**config.mk**
```make
export PLATFORM = sky130hd
export DESIGN_NAME = unified_mem_arbiter
export DESIGN_NICKNAME = d
export VERILOG_FILES = /design/src/rtl/unified_mem_arb_pkg.sv /design/src/rtl/unified_mem_arbiter_wait_counter.sv /design/src/rtl/unified_mem_arbiter.sv
export SDC_FILE = /design/constraint.sdc
export NUM_CORES = 1
export LEC_CHECK = 0
export BUFFER_PORTS_ARGS = -buffer_cell sky130_fd_sc_hd__buf_4
export CELL_PAD_IN_SITES_DETAIL_PLACEMENT = 2
export CELL_PAD_IN_SITES_GLOBAL_PLACEMENT = 2
export CORE_MARGIN = 4
export CORE_UTILIZATION = 25
export DETAILED_ROUTE_END_ITERATION = 7
export PLACE_DENSITY = 0.86
export SETUP_SLACK_MARGIN = 0.2
export SLEW_MARGIN = 20
export SYNTH_ARGS = -nofsm -noshare
export SYNTH_HDL_FRONTEND = slang
export SYNTH_HIERARCHICAL = 1
export SYNTH_SLANG_ARGS = --single-unit
export TNS_END_PERCENT = 20
```
**constraint.sdc**
```tcl
create_clock -name clk -period 1.7 [get_ports clk]
set_clock_uncertainty 0.2 [all_clocks]
set_input_delay 0.34 -clock clk [delete_from_list [all_inputs] [get_ports clk]]
set_output_delay 0.34 -clock clk [all_outputs]
set_load 0.02 [all_outputs]
```
**src/rtl/unified_mem_arb_pkg.sv**
```systemverilog
// unified_mem_arb_pkg
// Shared types and constants for the unified memory arbiter.
//   arb_state_t      : arbiter FSM states (IDLE, BUSY, RESP)
//   arb_grant_t      : which port owns the current transfer (GNT_IF, GNT_DATA)
//   MAX_WAIT_DEFAULT : default BUSY timeout, used only when ARB_TIMEOUT_EN is defined
package unified_mem_arb_pkg;

  typedef enum logic [1:0] {
    IDLE,
    BUSY,
    RESP
  } arb_state_t;

  typedef enum logic {
    GNT_IF,
    GNT_DATA
  } arb_grant_t;

  localparam int MAX_WAIT_DEFAULT = 15;

endpackage

```
**src/rtl/unified_mem_arbiter_wait_counter.sv**
```systemverilog
// arb_wait_counter
// Counts BUSY cycles spent waiting for mem_ready. It is compiled only when
// ARB_TIMEOUT_EN is defined; without that macro no counter exists.
// Ports:
//   clk     : clock, rising edge
//   reset   : synchronous, active-low reset
//   clear   : restart the count (held while the arbiter is idle)
//   enable  : count this cycle (BUSY and no mem_ready)
//   expired : high during the MAX_WAIT-th enabled cycle, so the abort
//             happens on the edge that ends that cycle
`ifdef ARB_TIMEOUT_EN
module arb_wait_counter
  import unified_mem_arb_pkg::*;
#(
  parameter int MAX_WAIT = MAX_WAIT_DEFAULT
) (
  input  logic clk,
  input  logic reset,
  input  logic clear,
  input  logic enable,
  output logic expired
);

  localparam int CW = $clog2(MAX_WAIT + 1);

  logic [CW-1:0] count_reg;

  always_ff @(posedge clk) begin
    if (!reset || clear) begin
      count_reg <= '0;
    end else if (enable && !expired) begin
      count_reg <= count_reg + 1'b1;
    end
  end

  // count_reg holds the number of completed wait cycles, so the current
  // cycle is wait cycle count_reg+1.
  assign expired = enable && (count_reg == CW'(MAX_WAIT - 1));

endmodule
`endif

```
**src/rtl/unified_mem_arbiter.sv**
```systemverilog
// unified_mem_arbiter
// Shares one single-ported, variable-latency memory between the instruction
// fetch port and the data port. Data has fixed priority; each access runs
// IDLE -> BUSY (mem_req high until mem_ready) -> RESP (one-cycle ack).
// Optional macro ARB_TIMEOUT_EN: abort a BUSY phase after MAX_WAIT cycles
// without mem_ready, acking the port with err=1 and zero read data.
// Ports:
//   clk, reset                 : clock, synchronous active-low reset
//   if_req/if_addr             : fetch request and address
//   if_rdata/if_ack            : fetched instruction (registered), ack pulse
//   d_req/d_we/d_addr/d_wdata  : data request, store flag, address, store data
//   d_rdata/d_ack              : load data (registered), ack pulse
//   mem_req/mem_we/mem_addr/mem_wdata : memory request bus (registered)
//   mem_rdata/mem_ready        : memory read data and completion
//   stall                      : core must hold its state this cycle
//   err                        : timeout pulse, coincident with the ack
module unified_mem_arbiter
  import unified_mem_arb_pkg::*;
#(
  parameter int N        = 64,
  parameter int MAX_WAIT = MAX_WAIT_DEFAULT
) (
  input  logic         clk,
  input  logic         reset,
  input  logic         if_req,
  input  logic [N-1:0] if_addr,
  output logic [31:0]  if_rdata,
  output logic         if_ack,
  input  logic         d_req,
  input  logic         d_we,
  input  logic [N-1:0] d_addr,
  input  logic [N-1:0] d_wdata,
  output logic [N-1:0] d_rdata,
  output logic         d_ack,
  output logic         mem_req,
  output logic         mem_we,
  output logic [N-1:0] mem_addr,
  output logic [N-1:0] mem_wdata,
  input  logic [N-1:0] mem_rdata,
  input  logic         mem_ready,
  output logic         stall,
  output logic         err
);

  arb_state_t state_reg, state_next;
  arb_grant_t grant_reg, grant_next;
  logic       timeout;

`ifdef ARB_TIMEOUT_EN
  arb_wait_counter #(
    .MAX_WAIT (MAX_WAIT)
  ) u_wait_counter (
    .clk     (clk),
    .reset   (reset),
    .clear   (state_reg == IDLE),
    .enable  ((state_reg == BUSY) && !mem_ready),
    .expired (timeout)
  );
`else
  logic unused_max_wait;
  assign unused_max_wait = (MAX_WAIT != 0);
  assign timeout         = 1'b0;
  assign err             = 1'b0;
`endif

  always_comb begin
    state_next = state_reg;
    grant_next = grant_reg;
    case (state_reg)
      IDLE: begin
        if (d_req) begin
          grant_next = GNT_DATA;
          state_next = BUSY;
        end else if (if_req) begin
          grant_next = GNT_IF;
          state_next = BUSY;
        end
      end
      // mem_ready wins over a same-cycle timeout because it is tested first
      // in the datapath below; both leave BUSY the same way.
      BUSY:    if (mem_ready || timeout) state_next = RESP;
      RESP:    state_next = IDLE;
      default: state_next = IDLE;
    endcase
  end

  always_ff @(posedge clk) begin
    if (!reset) begin
      state_reg <= IDLE;
      grant_reg <= GNT_IF;
      mem_req   <= 1'b0;
      mem_we    <= 1'b0;
      mem_addr  <= '0;
      mem_wdata <= '0;
      if_rdata  <= '0;
      d_rdata   <= '0;
      if_ack    <= 1'b0;
      d_ack     <= 1'b0;
    end else begin
      state_reg <= state_next;
      grant_reg <= grant_next;
      if_ack    <= 1'b0;
      d_ack     <= 1'b0;
      case (state_reg)
        IDLE: begin
          if (d_req) begin
            mem_req   <= 1'b1;
            mem_we    <= d_we;
            mem_addr  <= d_addr;
            mem_wdata <= d_wdata;
          end else if (if_req) begin
            mem_req   <= 1'b1;
            mem_we    <= 1'b0;
            mem_addr  <= if_addr;
          end
        end
        BUSY: begin
          if (mem_ready || timeout) begin
            mem_req <= 1'b0;
            mem_we  <= 1'b0;
            // mem_we still carries the granted d_we, so it tells load from store.
            if (grant_reg == GNT_IF) begin
              if_ack   <= 1'b1;
              if_rdata <= mem_ready ? mem_rdata[31:0] : '0;
            end else begin
              d_ack <= 1'b1;
              if (!mem_we) d_rdata <= mem_ready ? mem_rdata : '0;
            end
          end
        end
        default: ;
      endcase
    end
  end

`ifdef ARB_TIMEOUT_EN
  always_ff @(posedge clk) begin
    if (!reset) begin
      err <= 1'b0;
    end else begin
      err <= (state_reg == BUSY) && timeout && !mem_ready;
    end
  end
`endif

  // Core freezes while either of its requests is outstanding.
  assign stall = (if_req & ~if_ack) | (d_req & ~d_ack);

endmodule

```
==> flow_metrics.env <==
export IMPL_status="finished with violations"
export IMPL_violations="negative setup slack"
export IMPL_die_height_um=201
export IMPL_cts_buffers=27
export IMPL_worstSetupEndpoint="d_rdata[8]$_SDFFE_PN0P_"
export IMPL_fp_dieArea_um2=40500
export IMPL_cts_tree="yes"
export IMPL_vdd_drop_max_uv=1010
export IMPL_clockBufferDepth=3
export IMPL_antenna_left=0
export IMPL_dp_final_hpwl_um=30800
export IMPL_cp_arrival_ns=2.17
export IMPL_max_freq_mhz=520
export IMPL_critical_path_max_fanout=5
export IMPL_antenna_found_initial=10
export IMPL_hold_path_class="in2reg"
export IMPL_die_w_um=201
export IMPL_drive_above_1_share_pct=65.9
export IMPL_overflow=0
export IMPL_yosys_area_share_simple_pct=13.2
export IMPL_whs_ns=0.0184
export IMPL_crit_type="reg2reg"
export IMPL_finalCritPeriodShare_pct=113
export IMPL_synthCells=986
export IMPL_grt_pass1_vias=13300
export IMPL_maxSlewViolCount=0
export IMPL_layout_common_cells="307 x buf_4, 233 x buf_6, 196 x dfxtp_2"
export IMPL_syn2layout_area_growth_pct=120
export IMPL_final_nets=1986
export IMPL_synth_nets=1248
export IMPL_routedWlPerCell_um=34.8
export IMPL_power_leakage_nw=8.74
export IMPL_remaining_drc_errors=0
export IMPL_r2r_end="d_rdata[8]$_SDFFE_PN0P_"
export IMPL_max_slew_margin_pct=46.5
export IMPL_synth_compound_area_share_pct=17.4
export IMPL_synthDistinctLibCells=31
export IMPL_vias=11500
export IMPL_port_buffers=490
export IMPL_cp_end_kind="register"
export IMPL_cp_startpoint="state_reg[1]$_SDFFE_PN0P_"
export IMPL_grt_usage_pct=30.5
export IMPL_gp_congestion=0.809
export IMPL_wirelength_um=77300
export IMPL_final_util_pct=55.8
export IMPL_rsz0062_at_grt="yes"
export IMPL_clk_pin_slew_ns=0.07
export IMPL_reg_top3="d_rdata (64), mem_addr (64), mem_wdata (64)"
export IMPL_synth_seq_cells=231
export IMPL_syn_mean_instance_area_um2=9.46
export IMPL_synth_top_family_by_area="compound AO/OA/AOI/OAI gates"
export IMPL_critPathLaunchType="register"
export IMPL_htreeDepth=1
export IMPL_dpl_cell_count=1894
export IMPL_clock_latency_ns=0.53
export IMPL_root_buffer="clkbuf_16"
export IMPL_power_density_nw_per_um2=888
export IMPL_ys_seq_area_share_pct=49.6
export IMPL_tightest_slew_ns=0.803
export IMPL_finalHoldViolations=0
export IMPL_yosys_warnings=6
export IMPL_setup_ws_ns=-0.223
export IMPL_cts_num_sinks=231
export IMPL_core_um2=36700
export IMPL_synth_xor_area_share_pct=0
export IMPL_setup_viol=170
export IMPL_final_common_cell="buf_4"
export IMPL_finalCriticalPeriod_ns=1.92
export IMPL_min_delay_start="if_addr[17]"
export IMPL_drv_cap=0
export IMPL_r2r_start="state_reg[1]$_SDFFE_PN0P_"
export IMPL_yosys_mux_area_fraction_pct=13.7
export IMPL_io_pins=492
export IMPL_grt_pass1_wl_um=94400
export IMPL_synth_fa_ha_area_share_pct=0
export IMPL_start_util_pct=25.4
export IMPL_reg2reg_depth=7
export IMPL_viasPerCell=5.19
export IMPL_syn_area_um2=9330
export IMPL_rows=70
export IMPL_grt_max_degree=76
export IMPL_drt_pass1_iter_count=5
export IMPL_r2r_setup_slack_ns=-0.22
export IMPL_drt_initial_drc_count=536
export IMPL_cp_required_ns=1.95
export IMPL_stdcell_count=2222
timing repair:
| action | CTS | global route |
|---|---|---|
| gates cloned | 15 | 16 |
| gates resized for setup | 581 | 277 |
| hold buffers | 195 | 0 |
| endpoints found under the hold margin | 193 | 0 |
| pin swaps | 125 | 129 |
| setup endpoints to repair | 427 | 458 |
| setup buffers | 29 | 14 |
cell type report:
cell class / count / area, um^2
sequential: 231 / 4970
tap: 468 / 586
inverter: 3 / 13.8
antenna: 10 / 25.0
multi-input combinational: 663 / 5670
timing repair buffer: 798 / 8290
clock inverter: 12 / 169
clock buffer: 37 / 773
fill: 3431 / 16200
worst max-delay path, stage by stage, from the launching register on:
cell and delay, ns:
dfxtp_4 0.37, nand3b_4 0.20, nor3b_4 0.25, buf_6 0.16, buf_12 0.11, buf_16 0.13
buf_8 0.15, mux2i_1 0.27
cells by family after synthesis:
group                  Yosys count
and+or+nand+nor                303
DFF                            231
AOI/OAI and AO/OA              230
muxes                          128
buffers and inverters           93
other                            1
how the worst min path moves through the flow:
| stage | endpoint | slack, ns | cells after the start |
|---|---|---|---|
| floorplan | d_ack$_SDFF_PN0_ | 0.26 | 1 |
| global placement | mem_wdata[41]$_SDFFE_PN0P_ | 0.24 | 2 |
| detailed placement | mem_wdata[28]$_SDFFE_PN0P_ | 0.25 | 2 |
| CTS | mem_addr[28]$_SDFFE_PN0P_ | 0.001 | 3 |
| global route | mem_addr[17]$_SDFFE_PN0P_ | 0.04 | 3 |
| finish | mem_addr[17]$_SDFFE_PN0P_ | 0.02 | 3 |
per-layer routing:
metal / track usage (%) / up-vias / share of wire (%)
met4: 15.6 / 0 / 7.8
met2: 57.9 / 650 / 51
li1: - / 4873 / -
met3: 8.25 / 273 / 7.0
met1: 30.4 / 5727 / 34
met5: 0 / - / 0
metrics by stage:
| stage | setup WS (ns) | total power [W] | setup TNS, ns | cell area (um^2) |
|---|---|---|---|---|
| 6_report | -0.223 | 0.0182 | -11.56 | 20500 |
| 3_3_place_gp | -0.0320 | 0.00894 | -0.570 | 13600 |
| 3_5_place_dp | -0.109 | 0.00907 | -2.28 | 13600 |
| 4_1_cts | -0.0283 | 0.0166 | -0.0283 | 18800 |
| 2_1_floorplan | 0.135 | 0.00758 | 0 | 9370 |
| 5_1_grt | -0.267 | 0.0186 | -13.61 | 20500 |
synthesized netlist by cell type:
cell type / number / share of area, %
nand2_1: 258 / 10
inv_1: 2 / 0.081
buf_2: 38 / 2.0
and3_1: 1 / 0.067
conb_1: 1 / 0.040
clkbuf_1: 29 / 1.2
nor2_1: 3 / 0.12
o22ai_1: 1 / 0.067
nor3b_2: 1 / 0.13
buf_12: 6 / 1.3
clkbuf_2: 1 / 0.054
nand4bb_1: 1 / 0.12
a41o_1: 1 / 0.11
inv_2: 1 / 0.040
nor3b_1: 1 / 0.081
o31ai_1: 1 / 0.081
or3b_1: 1 / 0.094
or2_1: 1 / 0.067
nand3_1: 32 / 1.7
buf_1: 6 / 0.24
o21ai_0: 32 / 1.7
dfxtp_1: 231 / 50
mux2i_1: 128 / 14
a211oi_2: 60 / 8.0
buf_4: 2 / 0.16
nand3b_4: 1 / 0.21
a211oi_1: 4 / 0.32
and2_1: 2 / 0.13
or3b_2: 1 / 0.094
buf_6: 8 / 0.97
a21oi_1: 131 / 7.0
power breakdown:
| part | switching [W] | internal [W] |
|---|---|---|
| combinational | 0.00282 | 0.00251 |
| clock | 0.00282 | 0.00379 |
| sequential | 0.000442 | 0.00582 |
Note: power is estimated with default switching activity, not from simulation.
